===== src/rtl/wisc_flags_pkg.sv =====
// Shared types for the WISC flag/branch path: opcodes, branch condition
// codes, the {Z,N,V} flag struct, the branch FSM state encoding and the
// opcode groups that decide which flags a retiring ALU op may write.
package wisc_flags_pkg;

    typedef enum logic [3:0] {
        OP_ADD    = 4'b0000,
        OP_SUB    = 4'b0001,
        OP_XOR    = 4'b0010,
        OP_RED    = 4'b0011,
        OP_SLL    = 4'b0100,
        OP_SRA    = 4'b0101,
        OP_ROR    = 4'b0110,
        OP_PADDSB = 4'b0111,
        OP_LW     = 4'b1000,
        OP_SW     = 4'b1001,
        OP_LHB    = 4'b1010,
        OP_LLB    = 4'b1011,
        OP_B      = 4'b1100,
        OP_BR     = 4'b1101,
        OP_PCS    = 4'b1110,
        OP_HLT    = 4'b1111
    } opcode_t;

    typedef enum logic [2:0] {
        BR_NEQ    = 3'b000,
        BR_EQ     = 3'b001,
        BR_GT     = 3'b010,
        BR_LT     = 3'b011,
        BR_GTE    = 3'b100,
        BR_LTE    = 3'b101,
        BR_OVFL   = 3'b110,
        BR_UNCOND = 3'b111
    } br_cond_t;

    typedef struct packed {
        logic z;
        logic n;
        logic v;
    } flags_t;

    typedef enum logic [1:0] {
        ST_IDLE    = 2'b00,
        ST_WAIT    = 2'b01,
        ST_RESOLVE = 2'b10
    } br_state_t;

    // One bit per opcode: ADD/SUB write all three flags.
    localparam logic [15:0] NZV_OP_MASK    = 16'h0003;
    // XOR, SLL, SRA, ROR write Z only.
    localparam logic [15:0] Z_ONLY_OP_MASK = 16'h0074;

    function automatic logic op_writes_nzv(input logic [3:0] op);
        return NZV_OP_MASK[op];
    endfunction

    function automatic logic op_writes_z_only(input logic [3:0] op);
        return Z_ONLY_OP_MASK[op];
    endfunction

endpackage


===== src/rtl/branch_cond_eval.sv =====
// Combinational evaluation of a WISC branch condition code against a
// {Z,N,V} flag set.
module branch_cond_eval
    import wisc_flags_pkg::*;
(
    input  br_cond_t cond,
    input  flags_t   flags,
    output logic     taken
);

    // Decode the condition code into a taken/not-taken decision.
    always_comb begin
        taken = 1'b0;
        case (cond)
            BR_NEQ:    taken = ~flags.z;
            BR_EQ:     taken = flags.z;
            BR_GT:     taken = ~flags.z & ~flags.n;
            BR_LT:     taken = flags.n;
            BR_GTE:    taken = flags.z | (~flags.z & ~flags.n);
            BR_LTE:    taken = flags.n | flags.z;
            BR_OVFL:   taken = flags.v;
            BR_UNCOND: taken = 1'b1;
            default:   taken = 1'b0;
        endcase
    end

endmodule


===== src/rtl/flag_branch_unit.sv =====
// flag_branch_unit: captures Z/N/V from retiring ALU ops, counts in-flight
// flag writers and resolves conditional branches once every older writer
// has retired.
// Optional feature macro: FLAG_BYPASS_EN -- when defined, the retirement
// that drains the last pending writer forwards its flags straight to the
// condition evaluator, so the branch resolves one cycle after that retire
// instead of going through the RESOLVE state.
module flag_branch_unit
    import wisc_flags_pkg::*;
#(
    parameter int MAX_INFLIGHT = 2,
    parameter int DW           = 16
) (
    input  logic          clk,
    input  logic          rst_n,
    input  logic          iss_vld,
    output logic          iss_rdy,
    input  logic          ret_vld,
    input  logic [3:0]    ret_op,
    input  logic [DW-1:0] ret_result,
    input  logic          ret_ovfl,
    input  logic          br_req,
    input  logic [2:0]    br_cond,
    output logic          br_rdy,
    output logic          br_vld,
    output logic          br_taken,
    output logic [2:0]    flags
);

    localparam int            CW      = $clog2(MAX_INFLIGHT + 1);
    localparam logic [CW-1:0] MAX_CNT = CW'(MAX_INFLIGHT);

    flags_t        flags_q, flags_d;
    logic [CW-1:0] pend_q, pend_d;
    br_state_t     state_q, state_d;
    br_cond_t      cond_q, cond_d;
    logic          byp_vld_q, byp_vld_d;
    logic          byp_taken_q, byp_taken_d;

    logic          iss_fire;
    logic          ret_counts;
    logic          bypass_hit;
    logic          eval_taken;
    flags_t        eval_flags;

    assign iss_rdy    = (pend_q < MAX_CNT);
    assign iss_fire   = iss_vld & iss_rdy;
    // A retire with nothing outstanding still updates flags but must not underflow.
    assign ret_counts = ret_vld & (pend_q != '0);
    assign flags      = flags_q;

    // Next flag value: the opcode group of the retiring op picks which flags move.
    always_comb begin
        flags_d = flags_q;
        if (ret_vld) begin
            if (op_writes_nzv(ret_op)) begin
                flags_d.z = (ret_result == '0);
                flags_d.n = ret_result[DW-1];
                flags_d.v = ret_ovfl;
            end else if (op_writes_z_only(ret_op)) begin
                flags_d.z = (ret_result == '0);
            end
        end
    end

    // Pending-writer count: simultaneous issue and retire cancel out.
    always_comb begin
        pend_d = pend_q;
        case ({iss_fire, ret_counts})
            2'b10:   pend_d = pend_q + 1'b1;
            2'b01:   pend_d = pend_q - 1'b1;
            default: pend_d = pend_q;
        endcase
    end

`ifdef FLAG_BYPASS_EN
    // While waiting, the evaluator looks at the incoming flags so the draining
    // retirement can be resolved in the same cycle; RESOLVE uses the register.
    assign eval_flags = (state_q == ST_WAIT) ? flags_d : flags_q;
    assign bypass_hit = (state_q == ST_WAIT) && (pend_q != '0) && (pend_d == '0);
`else
    assign eval_flags = flags_q;
    assign bypass_hit = 1'b0;
`endif

    branch_cond_eval u_cond_eval (
        .cond  (cond_q),
        .flags (eval_flags),
        .taken (eval_taken)
    );

    // Branch FSM next state: capture the condition, wait for writers to drain, resolve.
    always_comb begin
        state_d     = state_q;
        cond_d      = cond_q;
        byp_vld_d   = 1'b0;
        byp_taken_d = 1'b0;
        case (state_q)
            ST_IDLE: begin
                if (br_req) begin
                    cond_d = br_cond_t'(br_cond);
                    // An issue in this same cycle is younger than the branch and is not waited on.
                    if ((pend_q == '0) && !ret_vld) begin
                        state_d = ST_RESOLVE;
                    end else begin
                        state_d = ST_WAIT;
                    end
                end
            end
            ST_WAIT: begin
                if (pend_q == '0) begin
                    state_d = ST_RESOLVE;
                end else if (bypass_hit) begin
                    state_d     = ST_IDLE;
                    byp_vld_d   = 1'b1;
                    byp_taken_d = eval_taken;
                end
            end
            ST_RESOLVE: begin
                state_d = ST_IDLE;
            end
            default: begin
                state_d = ST_IDLE;
            end
        endcase
    end

    // Branch FSM outputs: RESOLVE pulses from registered flags, bypass pulses from its latch.
    always_comb begin
        br_rdy   = (state_q == ST_IDLE);
        br_vld   = (state_q == ST_RESOLVE) | byp_vld_q;
        br_taken = 1'b0;
        if (state_q == ST_RESOLVE) begin
            br_taken = eval_taken;
        end else if (byp_vld_q) begin
            br_taken = byp_taken_q;
        end
    end

    // State register for flags, pending count and the branch FSM.
    always_ff @(posedge clk or negedge rst_n) begin
        if (!rst_n) begin
            flags_q     <= '0;
            pend_q      <= '0;
            state_q     <= ST_IDLE;
            cond_q      <= BR_NEQ;
            byp_vld_q   <= 1'b0;
            byp_taken_q <= 1'b0;
        end else begin
            flags_q     <= flags_d;
            pend_q      <= pend_d;
            state_q     <= state_d;
            cond_q      <= cond_d;
            byp_vld_q   <= byp_vld_d;
            byp_taken_q <= byp_taken_d;
        end
    end

endmodule


===== config.mk =====
export PLATFORM = sky130hd
export DESIGN_NAME = flag_branch_unit
export DESIGN_NICKNAME = d
export VERILOG_FILES = /design/src/rtl/wisc_flags_pkg.sv /design/src/rtl/branch_cond_eval.sv /design/src/rtl/flag_branch_unit.sv
export SDC_FILE = /design/constraint.sdc
export NUM_CORES = 1
export LEC_CHECK = 0
export CORE_MARGIN = 1.5
export CORE_UTILIZATION = 34
export DETAILED_ROUTE_END_ITERATION = 16
export PLACE_DENSITY = 0.79
export SYNTH_ARGS = -nofsm -noshare
export SYNTH_HDL_FRONTEND = slang
export SYNTH_SLANG_ARGS = --single-unit

===== constraint.sdc =====
create_clock -name clk -period 1.7 [get_ports clk]
set_input_delay 0.34 -clock clk [delete_from_list [all_inputs] [get_ports clk]]
set_output_delay 0.34 -clock clk [all_outputs]
set_load 0.03 [all_outputs]

# Word level (Yosys, flattened, before mapping)

Memory sizes are Yosys's and may differ from the RTL's.
Index checks and enable logic that the tools add are counted.

Reduce and logical (&&, ||, !) cells: 13
Order comparisons: 2
Add/subtract/negate cells: 2
Equality and inequality tests: 13
Bitwise logic cells: 7
Muxes and demuxes: 11

Operator list:

| kind                  | number |
|---|---|
| $logic_not A16 Y1     | 1 |
| $eq A3 B3 Y1 const B  | 4 |
| $pmux W1 S8           | 1 |
| $pmux W2 S2           | 2 |
| $reduce_and A2 Y1     | 4 |
| $eq A3 B2 Y1 const B  | 2 |
| $mux W2               | 3 |
| $reduce_bool A2 Y1    | 3 |
| $lt A4 B5 Y1 const B  | 1 |
| $mux W1               | 5 |
| $eq A2 B1 Y1 const B  | 2 |
| $eq A2 B2 Y1 const B  | 2 |
| $logic_not A2 Y1      | 2 |
| $ne A2 B2 Y1 const B  | 2 |
| $and A1 B1 Y1         | 3 |
| $eq A3 B1 Y1 const B  | 1 |
| $logic_not A3 Y1      | 1 |
| $add A2 B1 Y2 const B | 1 |
| $lt A2 B2 Y1 const B  | 1 |
| $not A1 Y1            | 2 |
| $or A1 B1 Y1          | 2 |
| $sub A2 B1 Y2 const B | 1 |
| $logic_and A1 B1 Y1   | 1 |
| $logic_not A1 Y1      | 1 |

Register bits: 10
Word-level logic and storage cells: 56
Memory bits (read-only): 32
Output and inout bits: 7
Memories: 2

Memories:

| memory          | depth | bits a word | read ports | clocked after memory_dff | wr ports | RTL line             | text |
|---|---|---|---|---|---|---|---|
| (no name shown) | 16    | 1           | 1          | 0                        | 0        | wisc_flags_pkg.sv:58 | `return Z_ONLY_OP_MASK[op];` |
| (no name shown) | 16    | 1           | 1          | 0                        | 0        | wisc_flags_pkg.sv:54 | `return NZV_OP_MASK[op];` |

# Logic depth before layout (Yosys ltp)

Depth in word-level cells: 5
Mapped depth: 6

# Hierarchy

From an unflattened synthesis, not the netlist that was laid out.

Cells, all modules: 55
Area, all modules: 579.3 um^2

Modules (own cells, without submodules):

| module           | times used | cells each | sequential area each (um^2) | area each (um^2) |
|---|---|---|---|---|
| flag_branch_unit | 1          | 44         | 250.2                       | 503.0 |
| branch_cond_eval | 1          | 11         | 0.0                         | 76.3 |

# Worst setup path after synthesis

OpenSTA, ideal clock, no wires.

Path kind: flip-flop to output port
Start: reg flags_q, in the netlist flags[1]
End: out br_taken
Buffers on the path: 0
Data required time: 1.360 ns
Stages on the path, launching flop included: 4
Data arrival time: 1.674 ns
Setup slack: -0.314 ns
Path through: dfrtp_1 > a211oi_1 > a311oi_2 > a2111oi_2

Longest elaborated chain between the ends: 5
Elaborated cells between the ends (all ways): 6
Classes of those cells: mux (2); bitwise (4)

Ends and longest elaborated chain:

| what                   | RTL line                                       | text |
|---|---|---|
| from (decl)            | flag_branch_unit.sv:33                         | `flags_t flags_q, flags_d;` |
| from (signal assigned) | flag_branch_unit.sv:150                        | `flags_q <= flags_d;` |
| $not A1 Y1             | branch_cond_eval.sv:17, branch_cond_eval.sv:19 |  |
| $and A1 B1 Y1          | branch_cond_eval.sv:17, branch_cond_eval.sv:19 |  |
| $or A1 B1 Y1           | branch_cond_eval.sv:19                         | `BR_GTE: taken = flags.z \| (~flags.z & ~flags.n);` |
| $pmux W1 S8 *          | branch_cond_eval.sv:14                         | `case (cond)` |
| $mux W1 *              | flag_branch_unit.sv:133                        | `if (state_q == ST_RESOLVE) begin` |
| to (decl)              | flag_branch_unit.sv:26                         | `output logic br_taken,` |

Every way passes the cells marked *; elsewhere a longest branch is shown, timed or not.

# Worst setup path after layout

Start: reg flags_q, in the netlist flags[2]
End: out br_taken

Longest elaborated chain between the ends: 5
Elaborated cells between the ends (all ways): 6
Classes of those cells: mux (2); bitwise (4)

Ends and longest elaborated chain:

| what          | RTL line |
|---|---|
| $not A1 Y1    | branch_cond_eval.sv:15, branch_cond_eval.sv:17, branch_cond_eval.sv:19 |
| $and A1 B1 Y1 | branch_cond_eval.sv:17, branch_cond_eval.sv:19 |
| $or A1 B1 Y1  | branch_cond_eval.sv:19 |
| $pmux W1 S8 * | branch_cond_eval.sv:14 |
| $mux W1 *     | flag_branch_unit.sv:133 |

Marks and branches as above.

==> flow_summary.json <==
{
  "synthSimpleGateAreaFrac": 0.1851,
  "synthMuxAreaShare": 0.1400,
  "arrival_ns": 1.62,
  "hold_viol_final": 0,
  "yosys.area.top_type": "dfrtp_1",
  "worst_ep_required_time_ns": 1.36,
  "cts_sinks": 10,
  "tightestPinTransition_ns": 0.4395,
  "synthAdderAreaFrac": 0.02257,
  "firstDrtPassIters": 4,
  "die_area_um2": 1881,
  "seqPwrFrac": 0.326,
  "synth-seq-cells": 10,
  "core_um2": 1524,
  "htreeDepth": 1,
  "layout-drive-gt1-share": 0.2784,
  "outcome": "finished, violations left",
  "cts_buffers": 3,
  "grt_start_max_net_pins": 11,
  "antenna_found_initial": 0,
  "synth_top_area_share": 0.4515,
  "clk_latency_ns": 0.27,
  "synth.distinct_cells": 23,
  "yosysMostFrequentCell": "dfrtp_1",
  "finalCriticalPeriod_ns": 1.963,
  "fin_worst_skew_ns": 0.003474,
  "timing.final.ws_setup_ns": -0.2634,
  "clock-root-buffer": "clkbuf_4",
  "async_flop_share": 1.000,
  "fp.dieW_um": 43.38,
  "yosys-top-cells-area": "dfrtp_1, mux2_2, nor4_1, xnor2_1, nor2_1",
  "grt.overflow.total": 0,
  "cts_tree": "yes",
  "synth_fp_nets": 80,
  "ir_drop_uv": 1006,
  "postCtsHoldBufs": 0,
  "tns_ns": -0.2634,
  "synth_ff_type": "dfrtp_1",
  "violations": "setup timing",
  "crit_path_start_kind": "flop",
  "crit_type": "flop to output port",
  "wl_per_cell_um": 12.69,
  "leakagePower_nw": 0.4366,
  "rows": 14,
  "grt_setup_unrepaired": "true",
  "cap_viol_max_count": 0,
  "intPower_w": 0.0008440,
  "yosys.area_share.xor_xnor": 0.04740,
  "grt_pass1_wl_um": 2518,
  "final_util": 0.6749,
  "grtUsageTotal": 0.1875,
  "synthCells": 50,
  "ys_seq_area_frac": 0.4515,
  "drv_slew": 0,
  "switching_share": 0.3785,
  "drtIter0Drc": 11,
  "slew_headroom": 0.7061,
  "setup_viol": 1,
  "synth_edf_count": 0,
  "viasPerCell": 4.991,
  "timing.fmax_mhz": 509.3,
  "crit_path_end_kind": "output port",
  "min_path_type": "input pin to async pin",
  "hpwl_um": 1204,
  "portBuffers": 35,
  "ys_top_cells_by_count": "dfrtp_1, mux2_2, nor2_1, nor4_1, inv_1",
  "syn_area_um2": 554.3,
  "ios": 36,
  "cp_max_fo": 4,
  "num_antenna_cells": 0,
  "p_switching_w": 0.0005141,
  "initial_core_util": 0.3637,
  "pwr_density_cell_nw_per_um2": 1321,
  "syn_avg_cell_area_um2": 11.09,
  "grt_pass1_vias": 564,
  "dieHeight_um": 43.38,
  "p_clk_frac": 0.159,
  "synth_compound_area_frac": 0.1264,
  "syn2layout_area_growth_pct": 85.55,
  "path_clk_slew_ns": 0.07,
  "gp_congestion": 0.7549,
  "cts_buffer_depth": 2,
  "ant_nets": 0,
  "drt-total-wl_um": 1434,
  "vias": 564,
  "synth_warnings": 0,
  "synth_top_family_by_area": "simple AND/OR/NAND/NOR gates",
  "nNetsFinal": 128,
  "drc_errors": 0,
  "p_comb_frac": 0.516,
  "fin_crit_sh": 1.155
}
[timing repair]
item                       4_1_cts  5_1_grt
setup endpoints to repair        5        3
gates resized for setup         10        4
pin swaps                        2        1
hold endpoints to repair         0        0
setup buffers                    2        0
[layer usage]
layer  vias to the layer above  global-route usage  part of all wire
li1                        283                   -                 -
met1                       263              0.2467              0.46
met2                        16              0.2806              0.47
met3                         2             0.07083             0.061
met4                         0             0.07273            0.0084
met5                         -                   0                 0
[logic make-up (layout without fill, tap and decap cells)]
family	count (synthesis)	count (layout)
buffers and inverters	4	51
DFF	10	10
muxes	7	7
adders and majority gates	1	1
and+or+nand+nor	17	17
AOI/OAI and AO/OA	8	8
xor gates and xnor gates	3	3
[power groups by stage]
stage | logic, W | registers [W] | clock network, W
final | 0.000700 | 0.000442 | 0.000216
after global routing | 0.000755 | 0.000458 | 0.000243
after CTS | 0.000702 | 0.000442 | 0.000225
after detailed placement | 0.000699 | 0.000449 | 0
after global placement | 0.000690 | 0.000442 | 0
after floorplan | 0.000408 | 0.000457 | 0
[flip-flops by register name (all words and copies together), names as in the netlist]
signal   cells
cond_q       3
pend_q       2
flags        3
state_q      2
[stage by stage]
step / std cells / setup slack, ns / hold WS, ns / cell area [um2] / power [W]
detailed placement: 107 / -0.4246 / 0.4658 / 982.2 / 0.001148
floorplan: 50 / 0.07127 / 0.04441 / 569.3 / 0.0008654
global placement: 107 / -0.3828 / 0.4497 / 982.2 / 0.001131
finish: 113 / -0.2634 / 0.3774 / 1028 / 0.001358
global route: 113 / -0.3426 / 0.4125 / 1028 / 0.001455
CTS: 113 / -0.3033 / 0.3947 / 1026 / 0.001369
[cells in the final DEF (no fill, tap or decap), types with 2 or more instances in the layout]
cell             instances
dlygate4sd2_1            3
nor2_1                   5
clkbuf_4                 3
nor4_1                   5
inv_1                    4
mux2_2                   5
dfrtp_1                  8
a211oi_1                 2
xnor2_1                  3
dfrtp_2                  2
buf_4                   10
clkdlybuf4s50_1         28
[critical path: stages, from the launching register on]
cell and delay [ns]:
dfrtp_2 0.41, or3b_1 0.39, a311oi_2 0.33, a2111oi_4 0.05, buf_4 0.18
[cell type report]
type                    count  area [um2]
inverters                   4       15.01
fillers                   125       495.5
repair buffers             43       399.1
well taps                  16       20.02
flip-flops and latches     10       252.7
clock buffers               4       36.28
multi-input cells          36       305.3
[path summary, 6_finish.rpt]
check	cells after the start	slack, ns	start	end
hold / removal	1	0.38	rst_n	cond_q[2]$_DFFE_PN0P_
setup / recovery	4	-0.26	flags[2]$_DFFE_PN0P_	br_taken
min in group clk	1	0.49	pend_q[1]$_DFFE_PN0P_	state_q[1]$_DFFE_PN0P_
setup reg to reg	4	0.32	state_q[0]$_DFFE_PN0P_	cond_q[1]$_DFFE_PN0P_
max in group asynchronous	1	0.99	rst_n	flags[1]$_DFFE_PN0P_
hold reg to reg	1	0.49	pend_q[1]$_DFFE_PN0P_	state_q[1]$_DFFE_PN0P_
No activity file was read; power rests on OpenSTA's default activity.
